`config.mk`:
```
export PLATFORM = sky130hd
export DESIGN_NAME = mem_arbiter_flat
export DESIGN_NICKNAME = d
export VERILOG_FILES = /design/src/rtl/mem_arbiter_if.sv /design/src/rtl/mem_arbiter.sv /design/src/flat_wrapper.sv
export SDC_FILE = /design/constraint.sdc
export NUM_CORES = 1
export LEC_CHECK = 0
export CAP_MARGIN = 5
export CORE_AREA = 2 2 547 549
export DETAILED_ROUTE_END_ITERATION = 12
export DIE_AREA = 0 0 549 551
export GPL_ROUTABILITY_DRIVEN = 0
export HOLD_SLACK_MARGIN = 0.02
export PLACE_DENSITY_LB_ADDON = 0.08
export SETUP_SLACK_MARGIN = 0.05
export SYNTH_ARGS = -nofsm -noshare
export SYNTH_HDL_FRONTEND = slang
export SYNTH_SLANG_ARGS = --single-unit
```
`constraint.sdc`:
```
create_clock -name clk -period 1.7 [get_ports clk]
set_clock_uncertainty 0.05 [all_clocks]
set_input_delay 0.17 -clock clk [delete_from_list [all_inputs] [get_ports clk]]
set_output_delay 0.17 -clock clk [all_outputs]
set_load 0.005 [all_outputs]
```
`src/rtl/mem_arbiter_if.sv`:
```
// rtl/mem_arbiter_if.sv - bus bundle between the caches, the block arbiter and the backing memory
//
// Purpose: groups the icache, dcache and memory handshake/data signals of mem_arbiter.
// Modports:
//   slave  - arbiter view: takes cache requests and mem_rdata; drives done/rdata,
//            the memory strobes/address/write block and busy.
//   master - cache/memory-model view, the mirror image of slave.
// Signals:
//   ic_req, ic_addr, ic_done, ic_rdata                 icache fill channel
//   dc_req, dc_rd, dc_addr, dc_wb, dc_wb_addr,
//   dc_wb_data, dc_done, dc_rdata                      dcache fill/writeback channel
//   mem_addr, mem_rd, mem_wr, mem_wdata, mem_rdata     backing memory
//   busy                                               arbiter not idle

interface mem_arbiter_if #(
  parameter int WORD_W  = 32,
  parameter int BLOCK_W = 256
);

  logic               ic_req;
  logic [WORD_W-1:0]  ic_addr;
  logic               ic_done;
  logic [BLOCK_W-1:0] ic_rdata;

  logic               dc_req;
  logic               dc_rd;
  logic [WORD_W-1:0]  dc_addr;
  logic               dc_wb;
  logic [WORD_W-1:0]  dc_wb_addr;
  logic [BLOCK_W-1:0] dc_wb_data;
  logic               dc_done;
  logic [BLOCK_W-1:0] dc_rdata;

  logic [WORD_W-1:0]  mem_addr;
  logic               mem_rd;
  logic               mem_wr;
  logic [BLOCK_W-1:0] mem_wdata;
  logic [BLOCK_W-1:0] mem_rdata;

  logic               busy;

  modport slave (
    input  ic_req, ic_addr,
    input  dc_req, dc_rd, dc_addr, dc_wb, dc_wb_addr, dc_wb_data,
    input  mem_rdata,
    output ic_done, ic_rdata,
    output dc_done, dc_rdata,
    output mem_addr, mem_rd, mem_wr, mem_wdata,
    output busy
  );

  modport master (
    output ic_req, ic_addr,
    output dc_req, dc_rd, dc_addr, dc_wb, dc_wb_addr, dc_wb_data,
    output mem_rdata,
    input  ic_done, ic_rdata,
    input  dc_done, dc_rdata,
    input  mem_addr, mem_rd, mem_wr, mem_wdata,
    input  busy
  );

endinterface

```
`src/rtl/mem_arbiter.sv`:
```
// rtl/mem_arbiter.sv - shares one block memory between the icache and dcache
//
// Purpose: accepts icache fills and dcache fill/writeback requests, grants one,
// and sequences it against a fixed-latency memory: optional writeback first,
// then optional fill, then a one-cycle done pulse to the granted cache.
// Ports:
//   clk    rising-edge clock
//   rst_n  asynchronous active-low reset; aborts any transaction, no done pulse
//   bus    mem_arbiter_if.slave: cache request/done/rdata channels, memory
//          strobes/address/data, busy
// Parameters: WORD_W (address width), BLOCK_W (line width), MEM_LATENCY (>=1).
// Configuration macro: ARB_RR_EN
//   defined   - round-robin: on a tie, grant the requester not served last
//   undefined - fixed priority, dcache over icache

module mem_arbiter #(
  parameter int WORD_W      = 32,
  parameter int BLOCK_W     = 256,
  parameter int MEM_LATENCY = 4
) (
  input  logic         clk,
  input  logic         rst_n,
  mem_arbiter_if.slave bus
);

  localparam int CNT_W = (MEM_LATENCY > 1) ? $clog2(MEM_LATENCY) : 1;
  localparam logic [CNT_W-1:0] CNT_LOAD = CNT_W'(MEM_LATENCY - 1);
  // Clears the byte-offset bits of a line address (offset = log2(BLOCK_W/8) bits).
  localparam logic [WORD_W-1:0] ALIGN_MASK = ~(WORD_W'(BLOCK_W / 8) - WORD_W'(1));

`ifdef ARB_RR_EN
  localparam bit RR_EN = 1'b1;
`else
  localparam bit RR_EN = 1'b0;
`endif

  typedef enum logic [2:0] {
    S_IDLE,
    S_WB_ISSUE,
    S_WB_WAIT,
    S_RD_ISSUE,
    S_RD_WAIT,
    S_DONE
  } state_t;

  state_t             state_q, state_d;
  logic [CNT_W-1:0]   cnt_q, cnt_d;
  logic               grant_dc_q, grant_dc_d;   // 1 = dcache owns the transaction
  logic               last_dc_q, last_dc_d;     // last completed grant, 0 = icache
  logic               need_rd_q, need_rd_d;
  logic [WORD_W-1:0]  fill_addr_q, fill_addr_d;
  logic [WORD_W-1:0]  wb_addr_q, wb_addr_d;
  logic [BLOCK_W-1:0] wb_data_q, wb_data_d;
  logic [BLOCK_W-1:0] ic_rdata_q, ic_rdata_d;
  logic [BLOCK_W-1:0] dc_rdata_q, dc_rdata_d;

  logic               pick_dc;

  logic               ic_done_o;
  logic               dc_done_o;
  logic [WORD_W-1:0]  mem_addr_o;
  logic               mem_rd_o;
  logic               mem_wr_o;
  logic [BLOCK_W-1:0] mem_wdata_o;
  logic               busy_o;

  // State register
  always_ff @(posedge clk or negedge rst_n) begin
    if (!rst_n) begin
      state_q     <= S_IDLE;
      cnt_q       <= '0;
      grant_dc_q  <= 1'b0;
      last_dc_q   <= 1'b0;
      need_rd_q   <= 1'b0;
      fill_addr_q <= '0;
      wb_addr_q   <= '0;
      wb_data_q   <= '0;
      ic_rdata_q  <= '0;
      dc_rdata_q  <= '0;
    end else begin
      state_q     <= state_d;
      cnt_q       <= cnt_d;
      grant_dc_q  <= grant_dc_d;
      last_dc_q   <= last_dc_d;
      need_rd_q   <= need_rd_d;
      fill_addr_q <= fill_addr_d;
      wb_addr_q   <= wb_addr_d;
      wb_data_q   <= wb_data_d;
      ic_rdata_q  <= ic_rdata_d;
      dc_rdata_q  <= dc_rdata_d;
    end
  end

  // Next-state and datapath update
  always_comb begin
    state_d     = state_q;
    cnt_d       = cnt_q;
    grant_dc_d  = grant_dc_q;
    last_dc_d   = last_dc_q;
    need_rd_d   = need_rd_q;
    fill_addr_d = fill_addr_q;
    wb_addr_d   = wb_addr_q;
    wb_data_d   = wb_data_q;
    ic_rdata_d  = ic_rdata_q;
    dc_rdata_d  = dc_rdata_q;

    // On a tie the dcache wins unless round-robin is on and it was served last.
    pick_dc = bus.dc_req && (!bus.ic_req || !RR_EN || !last_dc_q);

    case (state_q)
      S_IDLE: begin
        if (bus.ic_req || bus.dc_req) begin
          grant_dc_d = pick_dc;
          wb_addr_d  = bus.dc_wb_addr;
          wb_data_d  = bus.dc_wb_data;
          if (pick_dc) begin
            fill_addr_d = bus.dc_addr;
            need_rd_d   = bus.dc_rd;
            if (bus.dc_wb) begin
              state_d = S_WB_ISSUE;
            end else if (bus.dc_rd) begin
              state_d = S_RD_ISSUE;
            end else begin
              state_d = S_DONE;
            end
          end else begin
            fill_addr_d = bus.ic_addr;
            need_rd_d   = 1'b1;
            state_d     = S_RD_ISSUE;
          end
        end
      end

      S_WB_ISSUE: begin
        cnt_d   = CNT_LOAD;
        state_d = S_WB_WAIT;
      end

      S_WB_WAIT: begin
        if (cnt_q == '0) begin
          state_d = need_rd_q ? S_RD_ISSUE : S_DONE;
        end else begin
          cnt_d = cnt_q - 1'b1;
        end
      end

      S_RD_ISSUE: begin
        cnt_d   = CNT_LOAD;
        state_d = S_RD_WAIT;
      end

      S_RD_WAIT: begin
        // mem_rdata is only guaranteed in the last wait cycle.
        if (cnt_q == '0) begin
          if (grant_dc_q) begin
            dc_rdata_d = bus.mem_rdata;
          end else begin
            ic_rdata_d = bus.mem_rdata;
          end
          state_d = S_DONE;
        end else begin
          cnt_d = cnt_q - 1'b1;
        end
      end

      S_DONE: begin
        last_dc_d = grant_dc_q;
        state_d   = S_IDLE;
      end

      default: begin
        state_d = S_IDLE;
      end
    endcase
  end

  // Outputs decode purely from registered state so reset clears them at once.
  always_comb begin
    ic_done_o   = 1'b0;
    dc_done_o   = 1'b0;
    mem_addr_o  = '0;
    mem_rd_o    = 1'b0;
    mem_wr_o    = 1'b0;
    mem_wdata_o = '0;
    busy_o      = (state_q != S_IDLE);

    case (state_q)
      S_WB_ISSUE: begin
        mem_wr_o    = 1'b1;
        mem_addr_o  = wb_addr_q & ALIGN_MASK;
        mem_wdata_o = wb_data_q;
      end
      S_RD_ISSUE: begin
        mem_rd_o   = 1'b1;
        mem_addr_o = fill_addr_q & ALIGN_MASK;
      end
      S_DONE: begin
        ic_done_o = !grant_dc_q;
        dc_done_o = grant_dc_q;
      end
      default: begin
      end
    endcase
  end

  assign bus.ic_done   = ic_done_o;
  assign bus.dc_done   = dc_done_o;
  assign bus.ic_rdata  = ic_rdata_q;
  assign bus.dc_rdata  = dc_rdata_q;
  assign bus.mem_addr  = mem_addr_o;
  assign bus.mem_rd    = mem_rd_o;
  assign bus.mem_wr    = mem_wr_o;
  assign bus.mem_wdata = mem_wdata_o;
  assign bus.busy      = busy_o;

endmodule
```
`src/flat_wrapper.sv`:
```
// flat-port wrapper written by rule: the top's interface ports become plain ports
module mem_arbiter_flat 
#(
  parameter int WORD_W      = 32,
  parameter int BLOCK_W     = 256,
  parameter int MEM_LATENCY = 4
)
  (clk, rst_n, bus_ic_req, bus_ic_addr, bus_dc_req, bus_dc_rd, bus_dc_addr, bus_dc_wb, bus_dc_wb_addr, bus_dc_wb_data, bus_mem_rdata, bus_ic_done, bus_ic_rdata, bus_dc_done, bus_dc_rdata, bus_mem_addr, bus_mem_rd, bus_mem_wr, bus_mem_wdata, bus_busy);
  mem_arbiter_if #(.WORD_W(WORD_W), .BLOCK_W(BLOCK_W)) bus_i ();
  input  logic clk;
  input  logic rst_n;
  input wire logic [$bits(bus_i.ic_req)-1:0] bus_ic_req;
  input wire logic [$bits(bus_i.ic_addr)-1:0] bus_ic_addr;
  input wire logic [$bits(bus_i.dc_req)-1:0] bus_dc_req;
  input wire logic [$bits(bus_i.dc_rd)-1:0] bus_dc_rd;
  input wire logic [$bits(bus_i.dc_addr)-1:0] bus_dc_addr;
  input wire logic [$bits(bus_i.dc_wb)-1:0] bus_dc_wb;
  input wire logic [$bits(bus_i.dc_wb_addr)-1:0] bus_dc_wb_addr;
  input wire logic [$bits(bus_i.dc_wb_data)-1:0] bus_dc_wb_data;
  input wire logic [$bits(bus_i.mem_rdata)-1:0] bus_mem_rdata;
  output wire logic [$bits(bus_i.ic_done)-1:0] bus_ic_done;
  output wire logic [$bits(bus_i.ic_rdata)-1:0] bus_ic_rdata;
  output wire logic [$bits(bus_i.dc_done)-1:0] bus_dc_done;
  output wire logic [$bits(bus_i.dc_rdata)-1:0] bus_dc_rdata;
  output wire logic [$bits(bus_i.mem_addr)-1:0] bus_mem_addr;
  output wire logic [$bits(bus_i.mem_rd)-1:0] bus_mem_rd;
  output wire logic [$bits(bus_i.mem_wr)-1:0] bus_mem_wr;
  output wire logic [$bits(bus_i.mem_wdata)-1:0] bus_mem_wdata;
  output wire logic [$bits(bus_i.busy)-1:0] bus_busy;
  assign bus_i.ic_req = bus_ic_req;
  assign bus_i.ic_addr = bus_ic_addr;
  assign bus_i.dc_req = bus_dc_req;
  assign bus_i.dc_rd = bus_dc_rd;
  assign bus_i.dc_addr = bus_dc_addr;
  assign bus_i.dc_wb = bus_dc_wb;
  assign bus_i.dc_wb_addr = bus_dc_wb_addr;
  assign bus_i.dc_wb_data = bus_dc_wb_data;
  assign bus_i.mem_rdata = bus_mem_rdata;
  assign bus_ic_done = bus_i.ic_done;
  assign bus_ic_rdata = bus_i.ic_rdata;
  assign bus_dc_done = bus_i.dc_done;
  assign bus_dc_rdata = bus_i.dc_rdata;
  assign bus_mem_addr = bus_i.mem_addr;
  assign bus_mem_rd = bus_i.mem_rd;
  assign bus_mem_wr = bus_i.mem_wr;
  assign bus_mem_wdata = bus_i.mem_wdata;
  assign bus_busy = bus_i.busy;
  mem_arbiter #(.WORD_W(WORD_W), .BLOCK_W(BLOCK_W), .MEM_LATENCY(MEM_LATENCY)) u_core (.clk(clk), .rst_n(rst_n), .bus(bus_i));
endmodule
```
=== Yosys cells after proc, flatten, opt, wreduce, memory -nomap -nowiden ===
Index checks and enable logic that the tools add are counted.

* Flip-flop bits (word level): 839
* Latch bits: 0
* Memory bits (writable): 0
* Bits in read-only memories: 0
* Bits of input ports: 614
* Word-level logic and storage cells: 51
* Memories kept: 0

* Add/subtract/negate cells: 1
* Multipliers: 0
* Div/mod/pow operators: 0
* Order comparisons: 0
* Equal/unequal tests: 9
* Shifts and indexed selects: 0
* Mux-type cells: 18
* Bitwise gates (word level): 1
* Reductions and logical operators: 13

{| class="wikitable"
|+ Operators with widths
! operator !! count
|-
| $mux W256 || 1
|-
| $pmux W32 S2 || 1
|-
| $mux W32 || 1
|-
| $mux W3 || 7
|-
| $pmux W3 S5 || 1
|-
| $reduce_and A3 Y1 || 3
|-
| $eq A3 B2 Y1 const B || 2
|-
| $eq A3 B3 Y1 const B || 2
|-
| $ne A2 B1 Y1 const B || 3
|-
| $mux W1 || 5
|-
| $pmux W2 S2 || 1
|-
| $reduce_and A2 Y1 || 2
|-
| $reduce_or A2 Y1 || 2
|-
| $eq A3 B1 Y1 const B || 1
|-
| $logic_not A3 Y1 || 1
|-
| $reduce_bool A3 Y1 || 1
|-
| $logic_not A2 Y1 || 1
|-
| $mux W2 || 1
|-
| $ne A2 B2 Y1 const B || 1
|-
| $reduce_bool A2 Y1 || 1
|-
| $sub A2 B1 Y2 const B || 1
|-
| $logic_not A1 Y1 || 1
|-
| $logic_or A1 B1 Y1 || 1
|-
| $not A1 Y1 || 1
|}

=== Logic depth before layout (Yosys ltp) ===
Gate-level depths: netlist (run 1).

* Depth in word-level cells: 5
* Gate-level depth with buffers: 7
* Mapped depth without buffers: 5

=== Worst setup path before layout (run 1) ===
Ideal clock, no wire load.

* Kind: register -> register
* Start: register u_core.cnt_q[0]
* End: register u_core.ic_rdata_q[215], in the netlist u_core.bus.ic_rdata[215]
* Setup time: 128 ps
* Arrival: 1739 ps
* Path slack: -217 ps
* Cell stages (with the launch flop): 8
* Cell sequence: dfrtp_1 -> inv_1 -> ha_1 -> nand2_1 -> nor4_4 -> buf_2 -> buf_4 -> mux2_1

* Word-level cells in the longest chain between the ends: 2

{| class="wikitable"
|+ RTL lines
! what !! RTL line !! text
|-
| start, declared || mem_arbiter.sv:47 || <nowiki>logic [CNT_W-1:0] cnt_q, cnt_d;</nowiki>
|-
| start signal, assigned || mem_arbiter.sv:82 || <nowiki>cnt_q <= cnt_d;</nowiki>
|-
| $logic_not A2 Y1 || mem_arbiter.sv:154 || <nowiki>if (cnt_q == '0) begin</nowiki>
|-
| $reduce_and A3 Y1 (no line) || -- ||
|-
| end signal, assigned || mem_arbiter.sv:89 || <nowiki>ic_rdata_q <= ic_rdata_d;</nowiki>
|-
| end, declared || mem_arbiter.sv:54 || <nowiki>logic [BLOCK_W-1:0] ic_rdata_q, ic_rdata_d;</nowiki>
|}

No other way between the ends.
A chain may end at the register's enable or synchronous reset.

=== Worst setup path after layout (run 1) ===
* Start: register u_core.state_q[0]
* End: output bus_mem_addr[30]

* Word-level cells in the longest chain between the ends: 2
* Elaborated cells on any way between the ends: 3
* Those cells by class: 2 x eq/ne; 1 x mux

{| class="wikitable"
|+ RTL lines
! what !! RTL line !! text
|-
| start, declared || mem_arbiter.sv:46 || <nowiki>state_t state_q, state_d;</nowiki>
|-
| start signal, assigned || mem_arbiter.sv:81 || <nowiki>state_q <= state_d;</nowiki>
|-
| $eq A3 B2 Y1 or $eq A3 B1 Y1 (tied branches) || mem_arbiter.sv:187 || <nowiki>case (state_q)</nowiki>
|-
| $pmux W32 S2 (*) || mem_arbiter.sv:187 ||
|-
| end, declared || flat_wrapper.sv:25 || <nowiki>output wire logic [$bits(bus_i.mem_addr)-1:0] bus_mem_addr;</nowiki>
|}

Mark *: on every way between the ends. The rest lies on a longest branch, timed or not.

==> out/metrics.yaml, run 1 <==
synth_top_area_cell: "dfrtp_1"
cp_cell_sequence: "inv_2, nor3_4, buf_12, buf_16, buf_12, buf_12, buf_6, buf_6, a22o_1, clkdlybuf4s15_2"
drive_gt1_share_pct: 36.4
antenna_found_initial: 74
fp.dieW_microns: 549
crit_buf_inv: 8
core_area_sq_um: 296000
placed_area_sq_um: 55400
hp-start: "bus_mem_rdata[87]"
vias: 26782
htreeDepth: 3
hp-class: "input pin to flop"
status: "finished with violations"
boundaryPins: 1419
synth_top_area_share_pct: 62.3
r2r_start: "u_core.state_q[1]"
firstDrtPassIters: 6
grt_pass1_vias: 29985
cpMostUsedCell: "buf_12"
p_per_area_nw_per_um2: 1670
place_ws_ps: -636
stdcell_area_sq_um: 66800
fp-row-count: 200
tightest_slew_ps: 503
drtAntennaViolNets: 0
wl_per_cell_microns: 22.8
cp_data_arrival_time_ps: 2600
synth_area_leaders: "dfrtp_1, mux2_1, mux2_2, and2_1, buf_4"
cp_max_fo: 5
drt_wl_total_microns: 193000
fin_tns_setup_ps: -728430
grt_pass1_wl_microns: 260000
avgSynthCellArea_sq_um: 15.5
worst_setup_path_start_kind: "flop"
yosysMostFrequentCell: "dfrtp_1"
clk_latency_ps: 820
synth_commonest_cells: "dfrtp_1, mux2_1, mux2_2, and2_1, buf_4"
reg2reg_depth: 9
synth_edf_count: 0
setup_slack_ps: -1120
period_share_pct: 166
crit_required_ps: 1480
startpoint: "u_core.state_q[0]"
ys_ff_latch: 829
period_needed_ps: 2820
vdd.ir_drop.worst_v: 0.000860
crit_path_end: "bus_mem_addr[30]"
dp_hpwl_microns: 151000
die_h_microns: 551
track_usage_pct: 12.3
cts.sinks: 829
syn_area_sq_um: 33300
clkTransAtPathRegs_ps: 60
hold_violations: 0
die-area_sq_um: 302000
regToRegEndpoint: "u_core.bus.dc_rdata[135]"
crit_cells: 10
violations: "negative setup slack"
syn_inst: 2141
first_iter_violations: 840
max_cap_viol_count: 0
dp.cells: 7540
final_cells: 8470
slowest_delay_ps: 370
slowest_stage: "dfrtp_1"
slew_headroom_pct: 66.5
num-fill-cells: 31745
grt_max_degree: 72
grt_overflow: 0
critPathTopFamily: "buffers and inverters"
synth_ff_type: "dfrtp_1"
leakagePower_uw: 0.0282
r2r_slack_ps: -710
fmax_ghz: 0.354
setup_viol: 1621
cts_tree: "yes"
ys_async_sr_fraction_pct: 100
cts-root-buf: "clkbuf_16"
initial_utilization_pct: 11.2
port_buffers: 1398
ys_seq_area_share_pct: 62.3
rsz0062_at_grt: "true"
synth_cell_types: 40
fin_nets: 5033
critPathKind: "flop to primary output"
cts_buffers: 122
yosysWarnings: 0
viasPerCell: 3.16
area_growth_pct: 101
worst_setup_path_end_kind: "primary output"
clk_path_buf_depth: 4
drc: 0
maxSlewViolCount: 0
registers in the layout, indices dropped and copies added, names as in the netlist:
register and flops:
u_core.bus.dc_rdata 256, u_core.bus.ic_rdata 256, u_core.wb_data_q 256, u_core.fill_addr_q 27, u_core.wb_addr_q 27, u_core.state_q 3, u_core.cnt_q 2, u_core.grant_dc_q 1
u_core.need_rd_q 1
repair_timing:
action | in CTS | in global routing
hold buffers | 564 | 0
setup endpoints to repair | 1623 | 1625
hold endpoints to repair | 1628 | 0
cloned | 15 | 6
gates resized for setup | 765 | 537
pin swaps | 39 | 29
setup buffers | 72 | 60
cell families after synthesis:
group                    after synthesis  share of synthesized area (%)
multiplexers                         849                           28.7
AND/OR/NAND/NOR                      274                           5.19
other                                  1                         0.0113
flip-flops                           829                           62.3
buffers and inverters                142                           2.61
adder cells (fa/ha/maj)                1                         0.0376
AO/OA/AOI/OAI                         44                           1.09
XOR/XNOR                               1                         0.0263
cells in the final DEF, fill, tap and decap left out, types with 2 or more instances in the layout:
| cell | instances |
|---|---|
| a22o_1 | 26 |
| dfrtp_2 | 2 |
| conb_1 | 5 |
| clkdlybuf4s50_1 | 1110 |
| clkbuf_8 | 21 |
| inv_1 | 4 |
| inv_2 | 3 |
| dlygate4sd2_1 | 7 |
| nor4b_1 | 2 |
| mux2_2 | 299 |
| and2_1 | 132 |
| a22o_4 | 2 |
| clkdlybuf4s15_1 | 3 |
| dfrtp_1 | 827 |
| clkbuf_16 | 127 |
| inv_6 | 2 |
| and2_4 | 124 |
| nor3_1 | 2 |
| clkbuf_2 | 38 |
| nand2_1 | 2 |
| buf_6 | 164 |
| clkdlybuf4s15_2 | 21 |
| buf_2 | 56 |
| mux2_4 | 444 |
| o21ai_0 | 3 |
| buf_16 | 10 |
| clkinv_16 | 3 |
| buf_8 | 29 |
| clkinv_2 | 13 |
| diode_2 | 28 |
| mux2_1 | 106 |
| dlymetal6s2s_1 | 10 |
| bufinv_16 | 2 |
| nor3_4 | 2 |
| clkinvlp_4 | 2 |
| buf_12 | 93 |
| buf_4 | 174 |
| dlygate4sd3_1 | 564 |
| clkbuf_1 | 43 |
| nor2_1 | 2 |
per-stage QoR:
stage	utilization, %	total power, uW	hold WS (ps)
CTS	22.3	114000	23.8
global placement	18.7	84100	36.6
global route	22.5	119000	35.2
floorplan	-	54500	-176
finish	22.5	112000	69.8
detailed placement	18.7	84000	38.8
per-layer routing:
layer | wire length [microns] | track usage (%)
met1 | 75700 | 13.9
met2 | 95400 | 21.6
met3 | 17900 | 5.08
met4 | 3720 | 2.44
met5 | 237 | 0
worst reg2reg max path, cell delays in order (launching register included):
cell	delay, ps
dfrtp_2	420
buf_6	140
buf_4	140
buf_4	160
nor2_1	130
nand4_1	250
buf_4	250
buf_12	160
buf_12	240
mux2_2	340
final cells by class:
| type | instances | area (sq um) | share of cell area [%] |
|---|---|---|---|
| clock inverter | 23 | 256 | 0.384 |
| inverter | 7 | 26.3 | 0.0393 |
| timing repair buffer | 2284 | 23500 | 35.2 |
| clock buffer | 186 | 3500 | 5.25 |
| sequential | 829 | 20700 | 31.1 |
| antenna | 28 | 70.1 | 0.105 |
| multi-input combinational | 1174 | 13700 | 20.6 |
| tap | 3939 | 4930 | 7.38 |
where the power goes:
| part | internal, uW | switching (uW) | total [uW] |
|---|---|---|---|
| Sequential | 30000 | 6800 | 36800 |
| Combinational | 32500 | 17800 | 50400 |
| Clock | 14400 | 10300 | 24600 |
worst min path at each step:
stage               slack (ps)  depth (start not counted)                       to
floorplan                 -180                          0   u_core.bus.dc_rdata[0]
global placement            40                          1      u_core.wb_data_q[7]
detailed placement          40                          1      u_core.wb_data_q[7]
CTS                         20                          3    u_core.fill_addr_q[8]
global route                40                          2    u_core.wb_data_q[243]
finish                      70                          2  u_core.bus.dc_rdata[87]
Note: power is estimated with default switching activity, not from simulation.
==> run 2, diff against run 1 <==
- CTS_CLUSTER_DIAMETER: default -> 80
==> out/metrics.yaml, run 2 (synthesis gave the netlist of run 1 again) <==
status: "finished with violations"
violations: "negative setup slack"
period_share_pct: 163
grt_pass1_vias: 29849
cp_data_arrival_time_ps: 2550
leakagePower_uw: 0.0283
cts.sinks: 829
die-area_sq_um: 302000
cts_buffers: 123
setup_slack_ps: -1070
grt_overflow: 0
track_usage_pct: 12.2
dp.cells: 7540
fin_nets: 5026
grt_pass1_wl_microns: 259000
wl_per_cell_microns: 22.8
pwr-share-comb_pct: 45.2
firstDrtPassIters: 6
power_switching_uw: 35100
maxSlewViolCount: 0
cp_cell_sequence: "inv_2, nor3_4, buf_12, buf_16, buf_12, buf_8, buf_16, buf_8, buf_6, and2_4, buf_6"
rsz0062_at_grt: "true"
critPathKind: "flop to primary output"
area_growth_pct: 103
cts-root-buf: "clkbuf_16"
tightest_slew_ps: 502
drtAntennaViolNets: 0
cp_max_fo: 4
p_per_area_nw_per_um2: 1680
final_cell_mix: "clkdlybuf4s50_1, dfrtp_1, dlygate4sd3_1, mux2_4, mux2_2"
seqPwrFrac_pct: 32.6
drive_gt1_share_pct: 38.8
period_needed_ps: 2770
worst_setup_path_end_kind: "primary output"
final_cells: 8463
slowest_stage: "dfrtp_1"
swShare_pct: 31.0
die_h_microns: 551
fp.dieW_microns: 549
setup_viol: 1622
reg2reg_depth: 8
clk_path_buf_depth: 4
first_iter_violations: 845
worst_setup_path_start_kind: "flop"
startpoint: "u_core.state_q[0]"
cts_tree: "yes"
hp-class: "input pin to async pin"
vdd.ir_drop.worst_v: 0.000868
slowest_delay_ps: 370
antenna_found_initial: 75
viasPerCell: 3.16
initial_utilization_pct: 11.2
power_uw: 113000
fmax_ghz: 0.361
slew_headroom_pct: 66.6
pwr-share-clk_pct: 22.1
clkTransAtPathRegs_ps: 60
clk_latency_ps: 820
fp-row-count: 200
grt_max_degree: 72
final_common_cell: "clkdlybuf4s50_1"
dp_hpwl_microns: 151000
hold_violations: 0
port_buffers: 1398
drt_wl_total_microns: 193000
max_cap_viol_count: 0
htreeDepth: 3
drc: 0
crit_required_ps: 1480
boundaryPins: 1419
r2r_start: "u_core.state_q[1]"
internal_power_uw: 78000
core_area_sq_um: 296000
vias: 26755
run 2: critical path, delay by kind of cell (launching register included):
kind	cells	cell delay, ps
simple gates	2	340
flops	1	370
buf+inv	9	1020
run 2: final cells by class:
class                           count  area [sq um]
Tap cell                         3939          4930
Timing Repair Buffer             2276         23900
Inverter                            7          26.3
Clock inverter                     24           292
Sequential cell                   829         20700
Multi-Input combinational cell   1174         14000
Fill cell                       31688        229000
Clock buffer                      186          3550
Antenna cell                       28          70.1
run 2: layer usage:
metal / routed length (microns) / share of wire [%] / vias up / global-route usage [%]
met3: 17900 / 9.3 / 266 / 5.08
li1: - / - / 12046 / -
met5: 254 / 0.13 / - / 0
met4: 3800 / 2.0 / 44 / 2.46
met2: 95600 / 50 / 1075 / 21.4
met1: 75500 / 39 / 13324 / 13.8
run 2: final timing paths:
| check | slack (ps) | end |
|---|---|---|
| min in group clk | 60 | u_core.bus.ic_rdata[87] |
| setup / recovery | -1070 | bus_mem_wdata[16] |
| hold reg to reg | 430 | u_core.bus.ic_rdata[179] |
| setup reg to reg | -500 | u_core.bus.dc_rdata[12] |
| hold / removal | 60 | u_core.bus.ic_rdata[225] |
| max in group asynchronous | 890 | u_core.bus.ic_rdata[88] |
run 2: repair_timing:
action,in CTS,in global routing
cloned,11,12
hold buffers,572,0
buffers inserted,43,66
endpoints found under the hold margin,1634,0
pin swaps,30,102
resized for setup,618,980
endpoints found under the setup margin,1623,1624
run 2: metrics by stage:
stage          cell area (sq um)  setup slack [ps]  TNS, ps  utilization [%]  hold WS [ps]
2_1_floorplan              35400              -110   -32160                -          -176
3_3_place_gp               55400              -670  -474130             18.7          36.6
3_5_place_dp               55400              -636  -459850             18.7          38.8
4_1_cts                    65900             -1410  -888560             22.2          21.2
5_1_grt                    67500             -1210  -864960             22.8          43.2
6_report                   67500             -1070  -655470             22.8          61.9
run 2: power groups by stage:
stage / registers, uW / logic (uW) / clock network, uW
floorplan: 35000 / 19500 / 0
global placement: 37200 / 46900 / 0
detailed placement: 37100 / 46900 / 0
CTS: 37000 / 49700 / 26400
global route: 38300 / 54500 / 27100
finish: 36900 / 51200 / 25100
==> run 3, diff against run 2 <==
--- a/config.mk
+++ b/config.mk
@@ -6,9 +6,10 @@
 export NUM_CORES = 1
 export LEC_CHECK = 0
-export CAP_MARGIN = 5
-export CORE_AREA = 2 2 547 549
+export CAP_MARGIN = 40
+export CORE_AREA = 2 2 556 558
 export CTS_CLUSTER_DIAMETER = 80
 export DETAILED_ROUTE_END_ITERATION = 12
-export DIE_AREA = 0 0 549 551
+export DIE_AREA = 0 0 558 560
+export DONT_BUFFER_PORTS = 1
 export GPL_ROUTABILITY_DRIVEN = 0
 export HOLD_SLACK_MARGIN = 0.02
==> constraint.sdc (replaced) <==
create_clock -name clk -period 1.7 [get_ports clk]
set_clock_uncertainty 0.05 [all_clocks]
set_input_delay 0.17 -clock clk [delete_from_list [all_inputs] [get_ports clk]]
set_output_delay 0.17 -clock clk [all_outputs]
set_load 0.1 [all_outputs]
==> out/metrics.yaml, run 3 (synthesis gave the netlist of run 1 again) <==
fin_nets: 4567
first_iter_violations: 786
clkTransAtPathRegs_ps: 60
r2r_start: "u_core.state_q[1]"
crit_required_ps: 1480
final_common_cell: "dlygate4sd3_1"
grt_pass1_vias: 29044
firstDrtPassIters: 4
max_cap_viol_count: 0
track_usage_pct: 11.5
slowest_stage: "dfrtp_1"
maxSlewViolCount: 0
cp_data_arrival_time_ps: 2470
period_needed_ps: 2690
vias: 25307
die_h_microns: 560
port_buffers: 0
place_ws_ps: -553
antenna_found_initial: 84
boundaryPins: 1419
whs_ps: -832
crit_buf_inv: 5
drive_gt1_share_pct: 38.4
core_area_sq_um: 307000
violations: "negative hold slack, negative setup slack"
final_cell_mix: "dlygate4sd3_1, dfrtp_1, buf_4, mux2_1, mux2_2"
worst_setup_path_start_kind: "flop"
cts.sinks: 829
cts_buffers: 122
area_growth_pct: 85.0
grt_pass1_wl_microns: 250000
status: "finished with violations"
hold_violations: 290
drt_wl_total_microns: 187000
grt_overflow: 0
cp_max_fo: 7
setup_slack_ps: -992
hold_buffers: 1053
cp_cell_sequence: "buf_6, nor3_4, buf_12, buf_16, buf_12, clkbuf_16, and2_4"
critPathKind: "flop to primary output"
r2r_slack_ps: -550
fmax_ghz: 0.371
fp-row-count: 204
period_share_pct: 158
reg2reg_depth: 6
cpMostUsedCell: "buf_12"
htreeDepth: 3
regToRegEndpoint: "u_core.bus.ic_rdata[3]"
wl_per_cell_microns: 22.8
cts_tree: "yes"
setup_viol: 1649
die-area_sq_um: 312000
rsz0062_at_grt: "true"
worst_setup_path_end_kind: "primary output"
clk_latency_ps: 820
dp_hpwl_microns: 147000
fp.dieW_microns: 558
viasPerCell: 3.09
critPathTopFamily: "buffers and inverters"
cts-root-buf: "clkbuf_16"
slew_headroom_pct: 22.7
grt_max_degree: 212
tightest_slew_ps: 1160
slowest_delay_ps: 390
drtAntennaViolNets: 0
drc: 0
hp-class: "input pin to async pin"
initial_utilization_pct: 10.8
clk_path_buf_depth: 4
-- run 3: worst max path at each step --
stage / from / endpoint / slack, ps / depth (start not counted)
2_1_floorplan: u_core.state_q[1] / bus_dc_done / -250 / 2
3_5_place_dp: rst_n / u_core.bus.ic_rdata[137] / -550 / 2
3_3_place_gp: u_core.cnt_q[0] / u_core.bus.ic_rdata[3] / -550 / 7
5_1_grt: u_core.state_q[2] / bus_mem_addr[10] / -1150 / 8
4_1_cts: u_core.state_q[2] / bus_mem_wdata[125] / -1180 / 7
6_report: u_core.state_q[2] / bus_mem_wdata[119] / -990 / 7
-- run 3: stage by stage --
| stage | area, sq um | TNS (ps) | util [%] | instances | hold WS, ps |
|---|---|---|---|---|---|
| final | 61600 | -638750 | 20.1 | 8191 | -832 |
| after global routing | 61600 | -942020 | 20.0 | 8173 | -878 |
| after CTS | 61400 | -776060 | 20.0 | 8161 | -920 |
| after detailed placement | 46100 | -493360 | 15.0 | 6860 | -173 |
| after global placement | 46100 | -482800 | 15.0 | 6860 | -173 |
| after floorplan | 34400 | -62700 | - | 2145 | -176 |
-- run 3: routing by layer --
metal / part of all wire [%] / vias up / GRT usage (%)
met4: 3.0 / 26 / 3.47
met1: 35 / 12750 / 11.8
met3: 12 / 270 / 5.71
met5: 0.098 / - / 0
li1: - / 11129 / -
met2: 50 / 1132 / 20.4
-- run 3: area by class of cell --
| cell class | count | area (sq um) |
|---|---|---|
| clock buffer | 179 | 3570 |
| tap | 4120 | 5150 |
| clock inverter | 40 | 492 |
| sequential | 829 | 20700 |
| fill | 33090 | 245000 |
| multi-input combinational | 1174 | 12600 |
| timing repair buffer | 1818 | 18900 |
| inverter | 7 | 31.3 |
| antenna | 24 | 60.1 |
-- run 3: worst register-to-register path, stage by stage, from the launching register on --
cell and delay (ps):
dfrtp_2 420, buf_4 140, buf_4 150, nor4_4 310, buf_12 270, buf_4 430
mux2_2 390
-- run 3: what timing repair did --
action | in CTS | in global routing
buffers inserted | 19 | 6
endpoints found under the hold margin | 1269 | 222
pin swaps | 75 | 28
gates resized for setup | 34 | 14
setup endpoints to repair | 1623 | 2011
cloned | 10 | 8
Power of run 3 is not shown: default switching activity piles up to over one toggle a cycle in this logic, so the estimate is an artifact.
